<file path="config.mk">
export PLATFORM = sky130hd
export DESIGN_NAME = sr_input_conditioner
export DESIGN_NICKNAME = d
export VERILOG_FILES = /design/src/rtl/sr_input_conditioner_pkg.sv /design/src/rtl/sr_input_conditioner_debounce_sync.sv /design/src/rtl/sr_input_conditioner.sv
export SDC_FILE = /design/constraint.sdc
export NUM_CORES = 1
export LEC_CHECK = 0
export BUFFER_PORTS_ARGS = -buffer_cell sky130_fd_sc_hd__buf_2
export CAP_MARGIN = 0
export CORE_MARGIN = 5
export CORE_UTILIZATION = 41
export CTS_BUF_LIST = sky130_fd_sc_hd__clkbuf_8
export CTS_CLUSTER_SIZE = 30
export DETAILED_ROUTE_END_ITERATION = 10
export HOLD_SLACK_MARGIN = 0.1
export PLACE_DENSITY_LB_ADDON = 0.05
export SYNTH_ARGS = -nofsm -noshare
export SYNTH_HDL_FRONTEND = slang
export SYNTH_SLANG_ARGS = --single-unit
</file>
<file path="constraint.sdc">
create_clock -name clk -period 1.9 [get_ports clk]
set_clock_uncertainty 0.05 [all_clocks]
set_input_delay 0.095 -clock clk [delete_from_list [all_inputs] [get_ports clk]]
set_output_delay 0.095 -clock clk [all_outputs]
set_load 0.1 [all_outputs]
</file>
<file path="src/rtl/sr_input_conditioner_pkg.sv">
// Shared definitions for the SR input conditioner: control FSM encoding and
// the default debounce length used by the block and its bench.
package sr_input_conditioner_pkg;

   localparam int DEBOUNCE_CYCLES_DEF = 4;

   typedef enum logic {
      ST_IDLE     = 1'b0,
      ST_CONFLICT = 1'b1
   } ctrl_state_t;

endpackage : sr_input_conditioner_pkg

</file>
<file path="src/rtl/sr_input_conditioner_debounce_sync.sv">
// One input channel: two-flop synchronizer, consecutive-sample debounce counter,
// debounced level and a one-cycle flag marking each 0->1 change of that level.
module debounce_sync
   import sr_input_conditioner_pkg::*;
#(
   parameter int DEBOUNCE_CYCLES = DEBOUNCE_CYCLES_DEF
) (
   input  logic clk,
   input  logic rst,
   input  logic i_raw,
   output logic o_stable,
   output logic o_stable_nxt,
   output logic o_rise
);

   localparam int CW = $clog2(DEBOUNCE_CYCLES);
   localparam logic [CW-1:0] CNT_MAX = CW'(DEBOUNCE_CYCLES - 1);

   logic          r_sync1;
   logic          r_sync2;
   logic [CW-1:0] r_cnt;
   logic          r_stable;
   logic          r_rise;
   logic [CW-1:0] w_cnt_nxt;
   logic          w_stable_nxt;

   // Any sample matching the debounced level restarts the count.
   always_comb begin
      w_cnt_nxt    = r_cnt;
      w_stable_nxt = r_stable;
      if (r_sync2 == r_stable) begin
         w_cnt_nxt = '0;
      end else if (r_cnt == CNT_MAX) begin
         w_cnt_nxt    = '0;
         w_stable_nxt = ~r_stable;
      end else begin
         w_cnt_nxt = r_cnt + 1'b1;
      end
   end

   always_ff @(posedge clk or posedge rst) begin
      if (rst) begin
         r_sync1  <= 1'b0;
         r_sync2  <= 1'b0;
         r_cnt    <= '0;
         r_stable <= 1'b0;
         r_rise   <= 1'b0;
      end else begin
         r_sync1  <= i_raw;
         r_sync2  <= r_sync1;
         r_cnt    <= w_cnt_nxt;
         r_stable <= w_stable_nxt;
         r_rise   <= w_stable_nxt & ~r_stable;
      end
   end

   assign o_stable     = r_stable;
   assign o_stable_nxt = w_stable_nxt;
   assign o_rise       = r_rise;

endmodule : debounce_sync

</file>
<file path="src/rtl/sr_input_conditioner.sv">
// Turns two bouncing pushbutton levels into clean one-cycle set/reset pulses
// for a downstream SR latch, suppressing both while the two requests overlap.
module sr_input_conditioner
   import sr_input_conditioner_pkg::*;
#(
   parameter int DEBOUNCE_CYCLES = DEBOUNCE_CYCLES_DEF
) (
   input  logic clk,
   input  logic rst,
   input  logic set_in,
   input  logic reset_in,
   output logic s,
   output logic r,
   output logic conflict
);

   ctrl_state_t r_state;
   ctrl_state_t w_state_nxt;
   logic        r_s;
   logic        r_r;
   logic        w_s_nxt;
   logic        w_r_nxt;
   logic        w_set_stable;
   logic        w_set_stable_nxt;
   logic        w_set_rise;
   logic        w_rst_stable;
   logic        w_rst_stable_nxt;
   logic        w_rst_rise;

   debounce_sync #(.DEBOUNCE_CYCLES(DEBOUNCE_CYCLES)) u_set_ch (
      .clk          (clk),
      .rst          (rst),
      .i_raw        (set_in),
      .o_stable     (w_set_stable),
      .o_stable_nxt (w_set_stable_nxt),
      .o_rise       (w_set_rise)
   );

   debounce_sync #(.DEBOUNCE_CYCLES(DEBOUNCE_CYCLES)) u_rst_ch (
      .clk          (clk),
      .rst          (rst),
      .i_raw        (reset_in),
      .o_stable     (w_rst_stable),
      .o_stable_nxt (w_rst_stable_nxt),
      .o_rise       (w_rst_rise)
   );

   // State follows the post-edge debounced levels so CONFLICT starts on the
   // same edge the second level goes high; a pending rise is dropped then.
   always_comb begin
      w_state_nxt = r_state;
      w_s_nxt     = 1'b0;
      w_r_nxt     = 1'b0;
      case (r_state)
         ST_IDLE: begin
            if (w_set_stable_nxt && w_rst_stable_nxt) begin
               w_state_nxt = ST_CONFLICT;
            end else begin
               w_s_nxt = w_set_rise & ~w_rst_stable;
               w_r_nxt = w_rst_rise & ~w_set_stable;
            end
         end
         ST_CONFLICT: begin
            if (!w_set_stable_nxt || !w_rst_stable_nxt) begin
               w_state_nxt = ST_IDLE;
            end
         end
         default: w_state_nxt = ST_IDLE;
      endcase
   end

   always_ff @(posedge clk or posedge rst) begin
      if (rst) begin
         r_state <= ST_IDLE;
         r_s     <= 1'b0;
         r_r     <= 1'b0;
      end else begin
         r_state <= w_state_nxt;
         r_s     <= w_s_nxt;
         r_r     <= w_r_nxt;
      end
   end

   assign s        = r_s;
   assign r        = r_r;
   assign conflict = (r_state == ST_CONFLICT);

endmodule : sr_input_conditioner

</file>
Word level (Yosys, flattened, before mapping)
Cells that the tools add are included.
{"block": "word_totals", "elab_cells": 45, "in_bits": 4, "register_bits": 15, "out_inout_bits": 3}
{"block": "classes", "eq_ne": 4, "n_reduce_logical": 4, "muxes": 15, "addsub": 2, "bitwise_logic": 7}
{"operator": "$mux W1", "n": 10}
{"operator": "$mux W2", "n": 4}
{"operator": "$add A2 B1 Y2 const B", "n": 2}
{"operator": "$and A1 B1 Y1", "n": 4}
{"operator": "$eq A2 B2 Y1 const B", "n": 2}
{"operator": "$not A1 Y1", "n": 3}
{"operator": "$eq A1 B1 Y1", "n": 2}
{"operator": "$logic_not A1 Y1", "n": 2}
{"operator": "$pmux W1 S2", "n": 1}
{"operator": "$logic_and A1 B1 Y1", "n": 1}
{"operator": "$logic_or A1 B1 Y1", "n": 1}

Longest topological paths before layout
Gate-level depths: netlist (run 1).
{"block": "depth", "ltp_word": 7, "depth_mapped": 3, "mapped_depth_nobuf": 3}

By module
From an unflattened synthesis (run 1), not the netlist that was laid out.
{"block": "hier_totals", "hier_cells": 38, "area_unflattened_um2": 528.0}
{"module": "debounce_sync", "n_inst": 2, "seq_area_each_um2": 150.1, "area_per_inst_um2": 207.7, "cells_per_inst": 15}
{"module": "sr_input_conditioner", "n_inst": 1, "seq_area_each_um2": 75.1, "area_per_inst_um2": 112.6, "cells_per_inst": 8}

Worst setup path before layout (run 1)
No wires, ideal clock.
{"block": "synth_path", "path_type": "reg-to-reg", "startpoint": "register u_rst_ch.r_cnt[0]", "endpoint": "register r_r (netlist: r)", "t_required_ns": 1.733, "slack_ns": 0.501, "path_buffers": 0, "setup_ns": 0.117, "period_less_slack_ns": 1.399, "stages_incl_launch_ff": 4, "arrival_time_ns": 1.232, "cell_sequence": "dfrtp_1 ha_1 mux2_4 a2111oi_2"}
{"block": "synth_via", "elab_chain_len": 6}
{"item": "start: declaration", "line_no": "sr_input_conditioner_debounce_sync.sv:21", "source": "logic [CW-1:0] r_cnt;"}
{"item": "start signal: assignment", "line_no": "sr_input_conditioner_debounce_sync.sv:51", "source": "r_cnt <= w_cnt_nxt;"}
{"item": "$eq A2 B2 Y1", "line_no": "sr_input_conditioner_debounce_sync.sv:33", "source": "end else if (r_cnt == CNT_MAX) begin"}
{"item": "$mux W1", "line_no": "sr_input_conditioner_debounce_sync.sv:33"}
{"item": "$mux W1", "line_no": "sr_input_conditioner_debounce_sync.sv:31", "source": "if (r_sync2 == r_stable) begin"}
{"item": "net u_rst_ch.o_stable_nxt", "line_no": "sr_input_conditioner_debounce_sync.sv:12", "source": "output logic o_stable_nxt,"}
{"item": "$logic_and A1 B1 Y1", "line_no": "sr_input_conditioner.sv:56", "source": "if (w_set_stable_nxt && w_rst_stable_nxt) begin"}
{"item": "$mux W1", "line_no": "sr_input_conditioner.sv:56"}
{"item": "$mux W1", "line_no": "sr_input_conditioner.sv:54", "source": "case (r_state)"}
{"item": "net w_r_nxt", "line_no": "sr_input_conditioner.sv:22", "source": "logic w_r_nxt;"}
{"item": "end signal: assignment", "line_no": "sr_input_conditioner.sv:80", "source": "r_r <= w_r_nxt;"}
{"item": "end: declaration", "line_no": "sr_input_conditioner.sv:20", "source": "logic r_r;"}
The timed path passes the listed nets, and every way through them passes these cells.

Worst setup path in the final report (run 1)
{"block": "layout_path", "startpoint": "register u_rst_ch.r_cnt[0]", "endpoint": "register r_s (netlist: s)"}
{"block": "layout_via", "elab_chain_len": 6}
{"item": "$eq A2 B2 Y1", "line_no": "sr_input_conditioner_debounce_sync.sv:33"}
{"item": "$mux W1", "line_no": "sr_input_conditioner_debounce_sync.sv:33"}
{"item": "$mux W1", "line_no": "sr_input_conditioner_debounce_sync.sv:31"}
{"item": "net u_rst_ch.o_stable_nxt", "line_no": "sr_input_conditioner_debounce_sync.sv:12"}
{"item": "$logic_and A1 B1 Y1", "line_no": "sr_input_conditioner.sv:56"}
{"item": "$mux W1", "line_no": "sr_input_conditioner.sv:56"}
{"item": "$mux W1", "line_no": "sr_input_conditioner.sv:54"}
{"item": "net w_s_nxt", "line_no": "sr_input_conditioner.sv:21", "source": "logic w_s_nxt;"}
{"item": "end signal: assignment", "line_no": "sr_input_conditioner.sv:79", "source": "r_s <= w_s_nxt;"}
{"item": "end: declaration", "line_no": "sr_input_conditioner.sv:19", "source": "logic r_s;"}
The timed path passes the listed nets, and every way through them passes these cells.

==> out/summary.md, run 1 <==
Synthesis-to-layout area growth: 23.13%. The slowest stage of the critical path belongs to the cell dfrtp_1. In this run the worst path has a maximum fanout of 4. The required time of the worst setup path was 1.98 ns.

The logs give 680.1 MHz for the highest attainable clock frequency and 15 for the count of clock tree sinks. The die is 46.14 um wide. Setup-violating endpoint count in the final report: 0. The floorplan step defined a die boundary enclosing 2129 sq um.

The fraction of synthesized cell area taken by the top area cell type works out to 70.09%. For the largest net degree at the start of global routing, the log shows 16. For the final routed database, the setup TNS stands at 0 ns.

Wires add up to 659 um. The total iterations of the first detailed-routing run came out at 4. The run finished with clean final reports. H-tree depth: 1. The transition time at the pin with the least slew margin works out to 0.5203 ns. The delay contributed by the slowest stage of the critical path works out to 0.38 ns.

After layout, the worst path uses 77.39% of the clock period. The number of buffers between clock root and the deepest sink is 2, and the antenna diode count is 0. Gates resized during post-CTS repair numbered 0. The tools report the initial DRC count as 3. The tools report the final net count as 54. During I/O placement, the number of pins put on the boundary was 7. In this run the tightest slew margin relative to its limit is 65.28%. Counting flops with a built-in enable in the synthesized netlist gives 0. The via count was 295. For this design the static power due to leakage is 0.3219 nW. The number of antenna violations at the first check in global routing came out at 0.

The tools report the share of synthesized area occupied by flip-flops and latches as 70.09%. After detailed routing, the number of vias per cell comes to 4.758. Measured on the finished design, the core utilization comes to 51.97%. Together, buffers and inverters on the worst path number 0. The HPWL after detailed placement is 503.9 um. Among cell families on the critical path, the largest total delay comes from flip-flops. The later pin in the worst-skew pair is clocked with a latency of 0.24 ns. For the maximum ir drop on the vdd rail, the log shows 0.8580 mV. The kind of critical path was flop to flop. STA classifies the critical path endpoint as a flop. The critical path goes through ha_1 -> mux2_4 -> a2111oi_2.

Routability-driven placement finished with a final weighted congestion of 0.7093. After synthesis, the mean cell area works out to 15.75 sq um. The buffer cell driving the clock tree root is clkbuf_8. The effective utilization at floorplan was 42.21%. In this run, distinct cell masters in the synthesized netlist total 12. The biggest area consumer among synthesized cells is dfrtp_1.

Power spread over the standard cell area amounts to 1492 nW/um^2. Row generation in the floorplan step produced 13 rows. The via count of the first global-routing pass was 293. The synthesized cell area was 535.5 sq um; the number of failing hold endpoints at the final stage was 0. The filler cells instantiated in the layout total 116. Ranked by total cell area, the synthesized netlist is headed by dfrtp_1 70%, a2111oi_2 5.6%, mux2_4 5.6%, ha_1 4.7%, xnor2_1 3.3%.

For the count of max-cap constraint violations, the log shows 0. Counting flops and latches in the post-synthesis netlist gives 15. After detailed routing, the average wire length per cell comes to 10.63 um.

For this run, asynchronously set or reset flops after synthesis account for 100.0%. For the number of slew-limit violations in the final report, the log shows 0. Setup repair after global routing left no endpoint under its margin.

The total routing resource utilization after global routing is 8.907%. dfrtp_1 is the most common cell in the netlist. The die is 46.14 um tall. TritonCTS built the clock tree.

The worst path in the final design needs a cycle of 1.470 ns, including I/O delays and setup. The arrival time at the worst endpoint was 1.55 ns. The worst setup path is launched from a flop. The clock slew at the register clock pins of the worst setup and hold paths came out at 0.05 ns. The path class of the tightest hold or removal check is flop to flop. Synthesis produced a netlist whose cell count is 34. The first-pass GRT wire length is 1262 um, and the number of CTS-inserted buffers is 3. The number of buffers inserted by port buffering came out at 6. Sorting the synthesized cells by how often they occur yields 15 x dfrtp_1, 3 x inv_1. Of the cells placed in the final design, the portion with a size suffix greater than 1 is 29.79%. The most used flip-flop cell after synthesis is dfrtp_1. Count of warnings emitted by yosys: 0. The placeable core region is 1269 sq um. Once detail routing completed, the nets flagged for antenna violations numbered 0. For this run the aggregate overflow at the end of global routing stands at 0. The logs give 40 for the number of nets in the synthesized netlist and 0 for the detailed-route DRC error count.
-- cells by family after synthesis --
family                     count (synthesis)  share of synthesized area, %
AOI/OAI and AO/OA                          2                         5.608
xor gates and xnor gates                   2                         3.272
adders and majority gates                  2                         4.672
buffers and inverters                      3                         2.103
DFF                                       15                         70.09
muxes                                      2                         5.608
and+or+nand+nor                            8                         8.644
-- path summary, 6_finish.rpt --
check,start,to,slack [ns],cells after the start
setup reg to reg,u_rst_ch.r_cnt[0],s,0.43,3
setup / recovery,u_rst_ch.r_cnt[0],s,0.43,3
max in group asynchronous,rst,s,1.08,3
min in group asynchronous,rst,u_set_ch.r_sync1,0.38,3
hold / removal,u_rst_ch.r_sync1,u_rst_ch.r_sync2,0.30,0
hold reg to reg,u_rst_ch.r_sync1,u_rst_ch.r_sync2,0.30,0
-- cells in the final DEF (no fill, tap or decap), drive strengths merged --
cell	count
xnor2	2
clkbuf	3
nor2b	2
buf	6
ha	2
inv	4
a2111oi	2
and3b	1
nor3	2
mux2	2
and2	1
dlygate4sd3	3
dfrtp	15
nor2	1
nand2	1
-- final cells by class --
cell class | instances | area, sq um | area share (%)
Clock inverter | 1 | 3.754 | 0.5693
Timing Repair Buffer | 9 | 60.06 | 9.108
Inverter | 3 | 11.26 | 1.708
Sequential cell | 15 | 375.4 | 56.93
Multi-Input combinational cell | 16 | 148.9 | 22.58
Clock buffer | 3 | 41.29 | 6.262
Tap cell | 15 | 18.77 | 2.846
-- per-stage QoR --
step,cells,power (W),setup slack (ns),hold WS (ns),area (sq um)
after floorplan,34,0.0006933,0.5008,-0.05352,535.5
after global placement,55,0.0007384,0.4548,0.09422,584.3
after detailed placement,55,0.0007466,0.4148,0.1126,584.3
after CTS,62,0.0009969,0.4000,0.3063,659.4
after global routing,62,0.001051,0.3227,0.3141,659.4
final,62,0.0009838,0.4296,0.3027,659.4
-- repair_timing --
| item | in CTS | in global routing |
|---|---|---|
| setup buffers | 0 | 0 |
| hold buffers | 3 | 0 |
| hold endpoints to repair | 17 | 0 |
-- registers in the layout, indices dropped and copies added (netlist names) --
register,flops
u_rst_ch.r_cnt,2
u_set_ch.r_cnt,2
conflict,1
r,1
s,1
u_rst_ch.o_rise,1
u_rst_ch.o_stable,1
u_rst_ch.r_sync1,1
u_rst_ch.r_sync2,1
u_set_ch.o_rise,1
u_set_ch.o_stable,1
u_set_ch.r_sync1,1
u_set_ch.r_sync2,1
-- metal layers --
metal	vias to the layer above	global-route usage, %	share of wire [%]	routed length, um
met3	0	3.516	9.3	61
met5	-	0	0	0
met4	0	6.818	0	0
met2	12	11.54	49	324
li1	137	-	-	-
met1	146	11.63	41	273
-- where the power goes --
group	switching (W)	internal (W)
logic	0.000179	0.000108
registers	0.0000619	0.000396
clock network	0.0000965	0.000143
Note: power is estimated with default switching activity, not from simulation.
==> inputs of run 2 (changes only) <==
==> constraint.sdc (replaced) <==
create_clock -name clk -period 1.2 [get_ports clk]
set_clock_uncertainty 0.05 [all_clocks]
set_input_delay 0.06 -clock clk [delete_from_list [all_inputs] [get_ports clk]]
set_output_delay 0.06 -clock clk [all_outputs]
set_load 0.1 [all_outputs]
==> run 2 against run 1 <==
- the run now ends with negative setup slack left
- non-clock buffer count is 6 higher
- combinational power is 140% higher
- final cell count is 9.7% higher
- register-to-register slack worse by 0.63 ns
- critical path type unchanged
- power is 82% higher
- highest routed layer unchanged
==> out/summary.md, run 2 (same netlist as run 1, synthesis figures left out) <==
Delay contributed by the slowest stage of the critical path: 0.38 ns (about the same). The number of buffers inserted by port buffering came out at 6 (unchanged). The share of total power in sequential cells was 39.8% (-6.7 points).

The run gives 0.0006196 W (+83%) as the switching component of the power. In this run the top signal layer used is met3. Compared with the post-synthesis result, the final layout area differs by 40.19%. The transition time at the pin with the least slew margin was 0.5312 ns (+0.01097 ns). The worst hold-check path type is flop to flop. The part of the power in combinational logic is 38.7% (+9.5 points), and the detailed-route wire length is 739 um (+12%). Setup repair after global routing could not meet its margin everywhere. TritonCTS built the clock tree. The post-layout worst setup margin was -0.1963 ns (-0.6259 ns); the initial DRC count was 0 (-3). The chip width was 46.14 um (unchanged). In the final layout, the registers with the most flip-flops are u_rst_ch.r_cnt x2, u_set_ch.r_cnt x2. The tools report the launch point of the critical path as u_rst_ch.r_cnt[0]. The count of max-cap constraint violations is 0 (unchanged), and the met1 layer wirelength in the final routing is 347 um (+27%). The number of slew-limit violations in the final report is 0 (unchanged).

Count of clock tree sinks: 15 (unchanged). The tools report the fill cell total of the finished layout as 103 (-11%). The die area came out at 2129 sq um (unchanged).

Switching share of power: 34.51% (+0.19 points). The detailed-route DRC error count is 0 (unchanged). The flow ran to the end, but the final reports show violations.

The slowest cell on the critical path is dfrtp_1. The tools report the global-route congestion overflow total as 0 (unchanged). STA classifies the critical path startpoint as a flop. The sum of net half-perimeters after detailed placement was 535.5 um (+6.3%). The kind of critical path was flop to flop. The number of rows created at floorplan is 13 (unchanged), and the remaining number of nets flagged by the antenna check after routing is 0 (unchanged). The most common cell after layout, fill and taps aside is dfrtp_1. The finished layout cell area was 750.7 sq um (+14%). In the layout the commonest cells are 15 x dfrtp_1, 6 x buf_4, 5 x buf_2.

For the relative max-transition margin, the log shows 64.54% (-0.73 points). The tools report the final net count as 60 (+11%). Grouping stages by cell kind, the critical path spends the most delay in flip-flops. The highest net fanout along the worst path is 3 (-1), and the routed length on met3 is 50 um (-18%). For the via count of the first global-routing pass, the log shows 318 (+8.5%).

Number of antenna violations at the first check in global routing: 0 (unchanged). The logs give 0.24 ns (about the same) for the clock latency of the later-clocked register in the worst-skew pair and 0.001795 W (+82%) for the final total power. The internal power of the cells was 0.001176 W (+82%). For the clock network fraction of total power, the log shows 21.6% (-2.7 points). The run gives 0.6832 (-3.7%) as the global placement routability congestion. The run gives 8.664% (-0.24 points) as the total routing resource utilization after global routing.

The run gives 0.3519 nW (+9.3%) as the leakage component of the power. Clock slew at the register clock pins of the worst setup and hold paths: 0.05 ns (about the same). The setup-violating endpoint count in the final report is 3 (+3). The buffer and inverter count on the worst path came out at 0 (unchanged). The tools report the critical path endpoint category as a flop. The startpoint of the most critical register-to-register path is u_rst_ch.r_cnt[0]. Wire length per cell after detailed routing: 10.87 um (+2.2%).

The first-pass GRT wire length was 1248 um (-1.1%). For the number of CTS-inserted buffers, the log shows 3 (unchanged). For the total iterations of the first detailed-routing run, the log shows 1 (-3). In this run the most critical hold path is launched from u_rst_ch.r_sync1. For the final hold slack, the log shows 0.3051 ns (+0.002361 ns).

Traced cell by cell, the critical path runs through ha_2 -> mux2_4 -> a2111oi_4. The routed wire length on met2 is 342 um (+5.6%), and the y dimension of the die is 46.14 um (unchanged). The effective utilization at floorplan was 42.21% (unchanged); the arrival time at the worst endpoint was 1.48 ns (-0.07 ns).

For the boundary pin count, the log shows 7 (unchanged). For the largest net degree at the start of global routing, the log shows 16 (unchanged). The tree is rooted in a clkbuf_8.

The via count is 300 (+1.7%). The logs give 2 (unchanged) for the number of buffers between clock root and the deepest sink and 0 (unchanged) for the antenna diode count. The required time of the worst setup path is 1.28 ns (-0.70 ns), and the number of failing hold endpoints at the final stage is 0 (unchanged).

The run gives 1 (unchanged) as the H-tree depth. The final reports fail on negative setup slack. The run gives 1.111 mV (+29%) as the maximum ir drop on the vdd rail.

The final period utilization was 116.4% (+39 points). The share of cells above drive strength 1 was 43.40% (+14 points); the number of vias per cell after detailed routing was 4.412 (-7.3%). The placeable core region is 1269 sq um (unchanged), and the final critical path time including I/O delays and setup is 1.396 ns (-0.07408 ns). Power per standard cell area: 2391 nW/um^2 (+60%). The logs give 716.2 MHz (+5.3%) for the highest attainable clock frequency and 641.9 sq um (+9.9%) for the post-detailed-placement cell area.
run 2: changes by cell type in the layout (fill, tap and decap cells not counted), moves of 2 or more:
cell	change
a2111oi_4	+2
buf_4	+6
ha_1	-2
ha_2	+2
a2111oi_2	-2
run 2: routing by layer:
layer / global-route usage (%) / vias up
met3: 3.516 / 0
li1: - / 151
met5: 0 / -
met2: 13.74 / 7
met1: 9.653 / 142
met4: 5.114 / 0
run 2: per-stage QoR:
step | setup TNS, ns | setup WS, ns | cells | utilization [%]
detailed placement | -0.4039 | -0.2165 | 60 | 50.59
global route | -0.6050 | -0.2123 | 68 | 59.17
floorplan | -0.3034 | -0.1517 | 34 | -
CTS | -0.5222 | -0.1947 | 68 | 58.19
finish | -0.5205 | -0.1963 | 68 | 59.17
global placement | -0.3365 | -0.1797 | 60 | 50.59
run 2: what timing repair did:
action                     4_1_cts  5_1_grt
gates resized for setup          1        1
hold endpoints to repair        17        0
hold buffers                     3        0
setup buffers                    1        0
setup endpoints to repair        3        4
run 2: worst reg2reg max path: stages, from the launching register on:
cell	delay, ns
dfrtp_1	0.38
ha_2	0.19
mux2_4	0.34
a2111oi_4	0.34
run 2: layout make-up:
cell class / count / area, sq um / share of cell area (%)
Tap cell: 15 / 18.77 / 2.500
Clock inverter: 1 / 5.005 / 0.6667
Inverter: 3 / 11.26 / 1.500
Sequential cell: 15 / 375.4 / 50.00
Timing Repair Buffer: 15 / 120.1 / 16.00
Multi-Input combinational cell: 16 / 178.9 / 23.83
Clock buffer: 3 / 41.29 / 5.500
run 2: power groups by stage:
stage	clock network (W)	registers [W]	logic, W
2_1_floorplan	0	0.000859	0.000244
3_3_place_gp	0	0.000712	0.000598
3_5_place_dp	0	0.000712	0.000608
4_1_cts	0.000401	0.000710	0.000678
5_1_grt	0.000429	0.000727	0.000747
6_report	0.000387	0.000714	0.000694
run 2: worst paths after layout:
check | end | slack [ns] | depth (start not counted)
min in group asynchronous | u_rst_ch.r_cnt[1] | 0.34 | 3
max reg2reg | s | -0.20 | 3
max | s | -0.20 | 3
min | u_rst_ch.r_sync2 | 0.31 | 0
min reg2reg | u_rst_ch.r_sync2 | 0.31 | 0
max in group asynchronous | u_rst_ch.o_rise | 0.41 | 3
